### config.mk
export PLATFORM = sky130hd
export DESIGN_NAME = mem_access_unit
export DESIGN_NICKNAME = d
export VERILOG_FILES = /design/src/rtl/mem_access_unit.sv
export SDC_FILE = /design/constraint.sdc
export NUM_CORES = 1
export LEC_CHECK = 0
export CORE_MARGIN = 5
export CORE_UTILIZATION = 41
export CTS_BUF_LIST = sky130_fd_sc_hd__clkbuf_4 sky130_fd_sc_hd__clkbuf_8 sky130_fd_sc_hd__clkbuf_16
export DETAILED_ROUTE_END_ITERATION = 8
export PLACE_DENSITY = 0.81
export SLEW_MARGIN = 40
export SYNTH_ARGS = -nofsm -noshare
export SYNTH_HDL_FRONTEND = slang
export SYNTH_SLANG_ARGS = --single-unit
### constraint.sdc
create_clock -name clk -period 2.1 [get_ports clk]
set_clock_uncertainty 0.15 [all_clocks]
set_input_delay 0.42 -clock clk [delete_from_list [all_inputs] [get_ports clk]]
set_output_delay 0.42 -clock clk [all_outputs]
set_load 0.005 [all_outputs]
### src/rtl/mem_access_unit.sv
// Memory-stage controller between execute/writeback and the LEGv8 data memory.
// Latency from accept: misaligned 1, word store 2, load 3, byte store (RMW) 4 cycles.
// Backpressure: req_ready only in IDLE (one request in flight); resp_valid is never stalled.
//
// Ports:
//   clk, rst_n                  clock, asynchronous active-low reset
//   req_valid / req_ready       request handshake from execute
//   req_is_store, req_size      STUR vs LDUR, word vs byte access
//   req_addr, req_wdata, req_rd byte address, store data, load destination register
//   mem_read_flag/mem_write_flag, mem_addr, mem_wdata, mem_rdata
//                               one-cycle flag interface to the synchronous data memory
//   resp_valid, resp_data, resp_rd, resp_wb_en, resp_misaligned
//                               single-cycle completion towards writeback
//
// Optional feature macro: MEM_BYTE_ACCESS_EN
//   Defined   : req_size=1 selects a little-endian byte lane; byte stores run as
//               read-modify-write through an extra MERGE state.
//   Undefined : req_size is ignored and every access is a word access.
module mem_access_unit #(
    parameter int DATA_W = 32,
    parameter int ADDR_W = 10
) (
    input  logic              clk,
    input  logic              rst_n,
    input  logic              req_valid,
    output logic              req_ready,
    input  logic              req_is_store,
    input  logic              req_size,
    input  logic [ADDR_W-1:0] req_addr,
    input  logic [DATA_W-1:0] req_wdata,
    input  logic [4:0]        req_rd,
    output logic              mem_read_flag,
    output logic              mem_write_flag,
    output logic [ADDR_W-3:0] mem_addr,
    output logic [DATA_W-1:0] mem_wdata,
    input  logic [DATA_W-1:0] mem_rdata,
    output logic              resp_valid,
    output logic [DATA_W-1:0] resp_data,
    output logic [4:0]        resp_rd,
    output logic              resp_wb_en,
    output logic              resp_misaligned
);

    typedef enum logic [2:0] {
        ST_IDLE    = 3'd0,
        ST_ISSUE   = 3'd1,
        ST_CAPTURE = 3'd2,
        ST_RESP    = 3'd3
`ifdef MEM_BYTE_ACCESS_EN
        ,
        ST_MERGE   = 3'd4
`endif
    } state_e;

    state_e state_q, state_d;

    // Latched request fields
    logic       is_store_q, is_store_d;
    logic [4:0] rd_q, rd_d;

    // Registered memory-side and response-side outputs
    logic              mem_read_q, mem_read_d;
    logic              mem_write_q, mem_write_d;
    logic [ADDR_W-3:0] mem_addr_q, mem_addr_d;
    logic [DATA_W-1:0] mem_wdata_q, mem_wdata_d;
    logic              resp_valid_q, resp_valid_d;
    logic [DATA_W-1:0] resp_data_q, resp_data_d;
    logic [4:0]        resp_rd_q, resp_rd_d;
    logic              resp_wb_en_q, resp_wb_en_d;
    logic              resp_mis_q, resp_mis_d;

    logic              accept;
    logic              req_byte;        // incoming request is a byte access
    logic              req_misaligned;  // incoming word access not on a 4-byte boundary
    logic              cur_byte;        // request in flight is a byte access
    logic [DATA_W-1:0] load_val;        // value returned to writeback for a load

`ifdef MEM_BYTE_ACCESS_EN
    logic       byte_q, byte_d;
    logic [1:0] lane_q, lane_d;
    logic [7:0] wbyte_q, wbyte_d;
    logic [7:0] rdata_byte;
    logic [DATA_W-1:0] merge_val;       // captured word with the store lane replaced

    assign req_byte = req_size;
    assign cur_byte = byte_q;

    always_comb begin
        rdata_byte = mem_rdata[7:0];
        merge_val  = mem_rdata;
        case (lane_q)
            2'd0: begin
                rdata_byte      = mem_rdata[7:0];
                merge_val[7:0]  = wbyte_q;
            end
            2'd1: begin
                rdata_byte      = mem_rdata[15:8];
                merge_val[15:8] = wbyte_q;
            end
            2'd2: begin
                rdata_byte       = mem_rdata[23:16];
                merge_val[23:16] = wbyte_q;
            end
            default: begin
                rdata_byte       = mem_rdata[31:24];
                merge_val[31:24] = wbyte_q;
            end
        endcase
    end

    assign load_val = byte_q ? {{(DATA_W-8){1'b0}}, rdata_byte} : mem_rdata;
`else
    logic unused_req_size;

    assign unused_req_size = req_size;
    assign req_byte        = 1'b0;
    assign cur_byte        = 1'b0;
    assign load_val        = mem_rdata;
`endif

    // Byte accesses can never be misaligned; word accesses need addr[1:0] == 0.
    assign req_misaligned = !req_byte && (req_addr[1:0] != 2'b00);

    // Gated by rst_n so execute never sees ready while the unit is held in reset.
    assign req_ready = rst_n && (state_q == ST_IDLE);
    assign accept    = req_valid && req_ready;

    // ------------------------------------------------------------------
    // State register (and latched request fields)
    // ------------------------------------------------------------------
    always_ff @(posedge clk or negedge rst_n) begin
        if (!rst_n) begin
            state_q    <= ST_IDLE;
            is_store_q <= 1'b0;
            rd_q       <= '0;
`ifdef MEM_BYTE_ACCESS_EN
            byte_q     <= 1'b0;
            lane_q     <= '0;
            wbyte_q    <= '0;
`endif
        end else begin
            state_q    <= state_d;
            is_store_q <= is_store_d;
            rd_q       <= rd_d;
`ifdef MEM_BYTE_ACCESS_EN
            byte_q     <= byte_d;
            lane_q     <= lane_d;
            wbyte_q    <= wbyte_d;
`endif
        end
    end

    // ------------------------------------------------------------------
    // Next-state logic
    // ------------------------------------------------------------------
    always_comb begin
        state_d    = state_q;
        is_store_d = is_store_q;
        rd_d       = rd_q;
`ifdef MEM_BYTE_ACCESS_EN
        byte_d     = byte_q;
        lane_d     = lane_q;
        wbyte_d    = wbyte_q;
`endif
        case (state_q)
            ST_IDLE: begin
                if (accept) begin
                    is_store_d = req_is_store;
                    rd_d       = req_rd;
`ifdef MEM_BYTE_ACCESS_EN
                    byte_d     = req_size;
                    lane_d     = req_addr[1:0];
                    wbyte_d    = req_wdata[7:0];
`endif
                    // A faulting access skips memory entirely.
                    state_d = req_misaligned ? ST_RESP : ST_ISSUE;
                end
            end
            ST_ISSUE: begin
                // Word stores finish after the write pulse; everything else
                // issued a read and must wait for the registered read data.
                state_d = (is_store_q && !cur_byte) ? ST_RESP : ST_CAPTURE;
            end
            ST_CAPTURE: begin
`ifdef MEM_BYTE_ACCESS_EN
                state_d = is_store_q ? ST_MERGE : ST_RESP;
`else
                state_d = ST_RESP;
`endif
            end
`ifdef MEM_BYTE_ACCESS_EN
            ST_MERGE: begin
                state_d = ST_RESP;
            end
`endif
            ST_RESP: begin
                state_d = ST_IDLE;
            end
            default: begin
                state_d = ST_IDLE;
            end
        endcase
    end

    // ------------------------------------------------------------------
    // Output logic: next values of the registered outputs
    // ------------------------------------------------------------------
    always_comb begin
        mem_read_d   = 1'b0;
        mem_write_d  = 1'b0;
        mem_addr_d   = mem_addr_q;
        mem_wdata_d  = mem_wdata_q;
        resp_valid_d = 1'b0;
        resp_data_d  = resp_data_q;
        resp_rd_d    = resp_rd_q;
        resp_wb_en_d = resp_wb_en_q;
        resp_mis_d   = resp_mis_q;

        // Memory side: flags are asserted for the cycle the FSM sits in
        // ISSUE (read or word write) or MERGE (byte write-back).
        if (state_q == ST_IDLE && state_d == ST_ISSUE) begin
            mem_addr_d = req_addr[ADDR_W-1:2];
            if (req_is_store && !req_byte) begin
                mem_write_d = 1'b1;
                mem_wdata_d = req_wdata;
            end else begin
                // Loads, and the read half of a byte store.
                mem_read_d = 1'b1;
            end
        end
`ifdef MEM_BYTE_ACCESS_EN
        if (state_q == ST_CAPTURE && state_d == ST_MERGE) begin
            mem_write_d = 1'b1;
            mem_wdata_d = merge_val;
        end
`endif

        // Response side: updated only on entry to RESP so the data fields
        // hold steady between completions.
        if (state_d == ST_RESP) begin
            resp_valid_d = 1'b1;
            if (state_q == ST_IDLE) begin
                resp_data_d  = '0;
                resp_rd_d    = req_rd;
                resp_wb_en_d = 1'b0;
                resp_mis_d   = 1'b1;
            end else begin
                // Loads only reach RESP from CAPTURE, where mem_rdata is valid.
                resp_data_d  = is_store_q ? '0 : load_val;
                resp_rd_d    = rd_q;
                resp_wb_en_d = !is_store_q;
                resp_mis_d   = 1'b0;
            end
        end
    end

    // Output registers; reset drops any pending flag immediately.
    always_ff @(posedge clk or negedge rst_n) begin
        if (!rst_n) begin
            mem_read_q   <= 1'b0;
            mem_write_q  <= 1'b0;
            mem_addr_q   <= '0;
            mem_wdata_q  <= '0;
            resp_valid_q <= 1'b0;
            resp_data_q  <= '0;
            resp_rd_q    <= '0;
            resp_wb_en_q <= 1'b0;
            resp_mis_q   <= 1'b0;
        end else begin
            mem_read_q   <= mem_read_d;
            mem_write_q  <= mem_write_d;
            mem_addr_q   <= mem_addr_d;
            mem_wdata_q  <= mem_wdata_d;
            resp_valid_q <= resp_valid_d;
            resp_data_q  <= resp_data_d;
            resp_rd_q    <= resp_rd_d;
            resp_wb_en_q <= resp_wb_en_d;
            resp_mis_q   <= resp_mis_d;
        end
    end

    assign mem_read_flag   = mem_read_q;
    assign mem_write_flag  = mem_write_q;
    assign mem_addr        = mem_addr_q;
    assign mem_wdata       = mem_wdata_q;
    assign resp_valid      = resp_valid_q;
    assign resp_data       = resp_data_q;
    assign resp_rd         = resp_rd_q;
    assign resp_wb_en      = resp_wb_en_q;
    assign resp_misaligned = resp_mis_q;

endmodule

==> run metrics <==
outcome=completed; Core ar.=8260 µm²; final period utilization=0.902; initial antenna violation count=0; Filler cells=between 600 and 700; Placed Cells=489; later-pin clock latency in the skew report=roughly 0.32 ns; commonest non-fill, non-tap cell in the layout=clkdlybuf4s50_1; Clock Sinks=slightly above 90; Synth-to-Final Area Change=60.2%; top post-synthesis cells by area=dfrtp_1 65%, mux2_2 18%, a22o_1 8.3%; Final Max Slew Viols=0; max frequency=528 MHz; Setup CP Type=flip-flop to output pin; Final nets=483; YS warnings=0; Mapped Cells=218; H-tree Lvls=3; Synth Register Bits=91; Final GP Congestion=0.745; CTS Buf Count=9; RSZ-0062 raised after global routing=no; cell accounting for the most synthesized area=dfrtp_1; die width=102 µm; post-DP HPWL=6430 µm; share of layout cells above drive strength 1=0.244; Cell Rows=33; clk root buf=clkbuf_8; die height=102 µm; first-pass iteration count of the detailed router=4; TritonCTS clock tree=yes; Register Area=2280 µm²; Clock Path Buffers=2; count of cell types in the netlist=29; GRT Overall Usage=0.167; Routed wire per std cell=16.9 µm; GR Overflow Total=0; area share of the largest cell type after synthesis=0.654; commonest cells after routing, fill and taps aside=163 x clkdlybuf4s50_1, 88 x dfrtp_1, 56 x mux2_2; worst slew pin tran=0.566 ns; Critical Path AT=1.32 ns; PD cells=1100 nW/µm²; Slew HR=0.623; CP required=1.53 ns; leakage power total=approximately 0.0025 µW; largest net degree at the start of global routing=47; die area=10400 µm²; io pins=167; overall power=approximately 6100 µW; Starting Density=0.422; Port Buffer Count=165; multi-input logic area=1120 µm²; Routed Antenna Nets=0; vias per cell=4.92; syn avg cell area=16.0 µm²; crit path capture type=output pin; Mapped Nets=between 300 and 400; final hold violations=0; register area share after synthesis=0.654; vias in the first global route=roughly 2800; Layout Cells excl Fill=507; Final setup violation count=0; hold crit path type=input pin to asynchronous set/reset pin; # DRC=0; first-pass GRT wire length=13700 µm; placed cell areas=around 5300 µm²; initial DRC count=42; antenna cells=0; min cycle time layout=1.89 ns; post-route cell area=5580 µm²; Startpoint Class=flip-flop; Routed WL=8570 µm; Netlist Area Pre-Place=between 3000 and 4000 µm²; Worst Path Max Fanout=2; clock-pin slew of the registers on the worst-case setup and hold paths=0.08 ns; Max-Cap Viols=0; DR vias=2492; peak supply drop=0.578 mV
## synthesized netlist by cell type, drive strengths merged
cell / count
a21o: 1
and3: 1
nor4b: 1
buf: 11
and4bb: 1
nor4bb: 1
dfrtp: 91
mux2: 56
o22a: 1
a22o: 33
clkbuf: 3
and2: 1
o22ai: 1
and4: 1
conb: 1
inv: 2
nor3b: 1
nor3: 2
a211oi: 1
nand4b: 1
or2: 1
a21oi: 1
nor2: 2
nand3: 1
nand2: 1
xnor2: 1
## power by group
group / internal (µW) / switching [µW] / total (µW)
combinational: 1630 / 677 / 2310
sequential: 2350 / 335 / 2690
clock: 580 / 553 / 1130
## cell families after synthesis
family / count (synthesis) / share of synthesized area
DFF: 91 / 0.654
xor gates and xnor gates: 1 / 0.00251
other: 1 / 0.00108
and+or+nand+nor: 15 / 0.0384
AOI/OAI and AO/OA: 38 / 0.0945
buffers and inverters: 16 / 0.0287
muxes: 56 / 0.181
## path summary, 6_finish.rpt
check	start	to	slack, ns	depth (start not counted)
max	state_q[1]	req_ready	0.21	3
min	rst_n	resp_data[23]	0.12	3
max reg2reg	state_q[1]	resp_data[17]	0.22	7
min reg2reg	resp_wb_en	resp_wb_en	0.33	1
max in group asynchronous	rst_n	mem_wdata[21]	1.15	3
min in group clk	resp_wb_en	resp_wb_en	0.33	1
## through the flow
step                      hold slack, ns  utilization  setup TNS [ns]  setup slack, ns
after floorplan                  -0.0256            -               0            0.292
after global placement             0.261        0.646           -2.43          -0.0902
after detailed placement           0.269        0.646           -2.82          -0.0943
after CTS                          0.334        0.676               0          0.00406
after global routing               0.129        0.676               0            0.108
final                              0.118        0.676               0            0.206
## state kept, by name, summed over array words and instances (netlist names)
signal / flops
mem_wdata: 32
rd_q: 5
resp_rd: 5
resp_valid: 1
is_store_q: 1
resp_wb_en: 1
resp_misaligned: 1
mem_read_flag: 1
resp_data: 32
mem_write_flag: 1
state_q: 3
mem_addr: 8
## routing by layer
metal  global-route usage  up-vias  wire (µm)
met2                0.286      114       4240
met5                    0        -          0
met3               0.0382       10        739
met4               0.0484        0         84
li1                     -     1151          -
met1                0.212     1217       3510
## cell type report
class,instances,share of cell area
Sequential cell,91,0.409
Multi-Input combinational cell,111,0.201
Clock inverter,3,0.00717
Clock buffer,11,0.0260
Timing Repair Buffer,184,0.332
Inverter,2,0.00135
Tap cell,105,0.0235
## critical path, stage by stage, from the launching register on
cell and delay (ns):
dfrtp_2 0.44, nor3_4 0.19, and2_1 0.13, dlygate4sd2_1 0.24
## what timing repair did
action | 4_1_cts | 5_1_grt
resized for setup | 4 | 3
setup buffers | 2 | 0
hold buffers | 3 | 0
pin swaps | 0 | 1
setup endpoints to repair | 1 | 26
endpoints found under the hold margin | 45 | 0
Note: power is estimated with default switching activity, not from simulation.
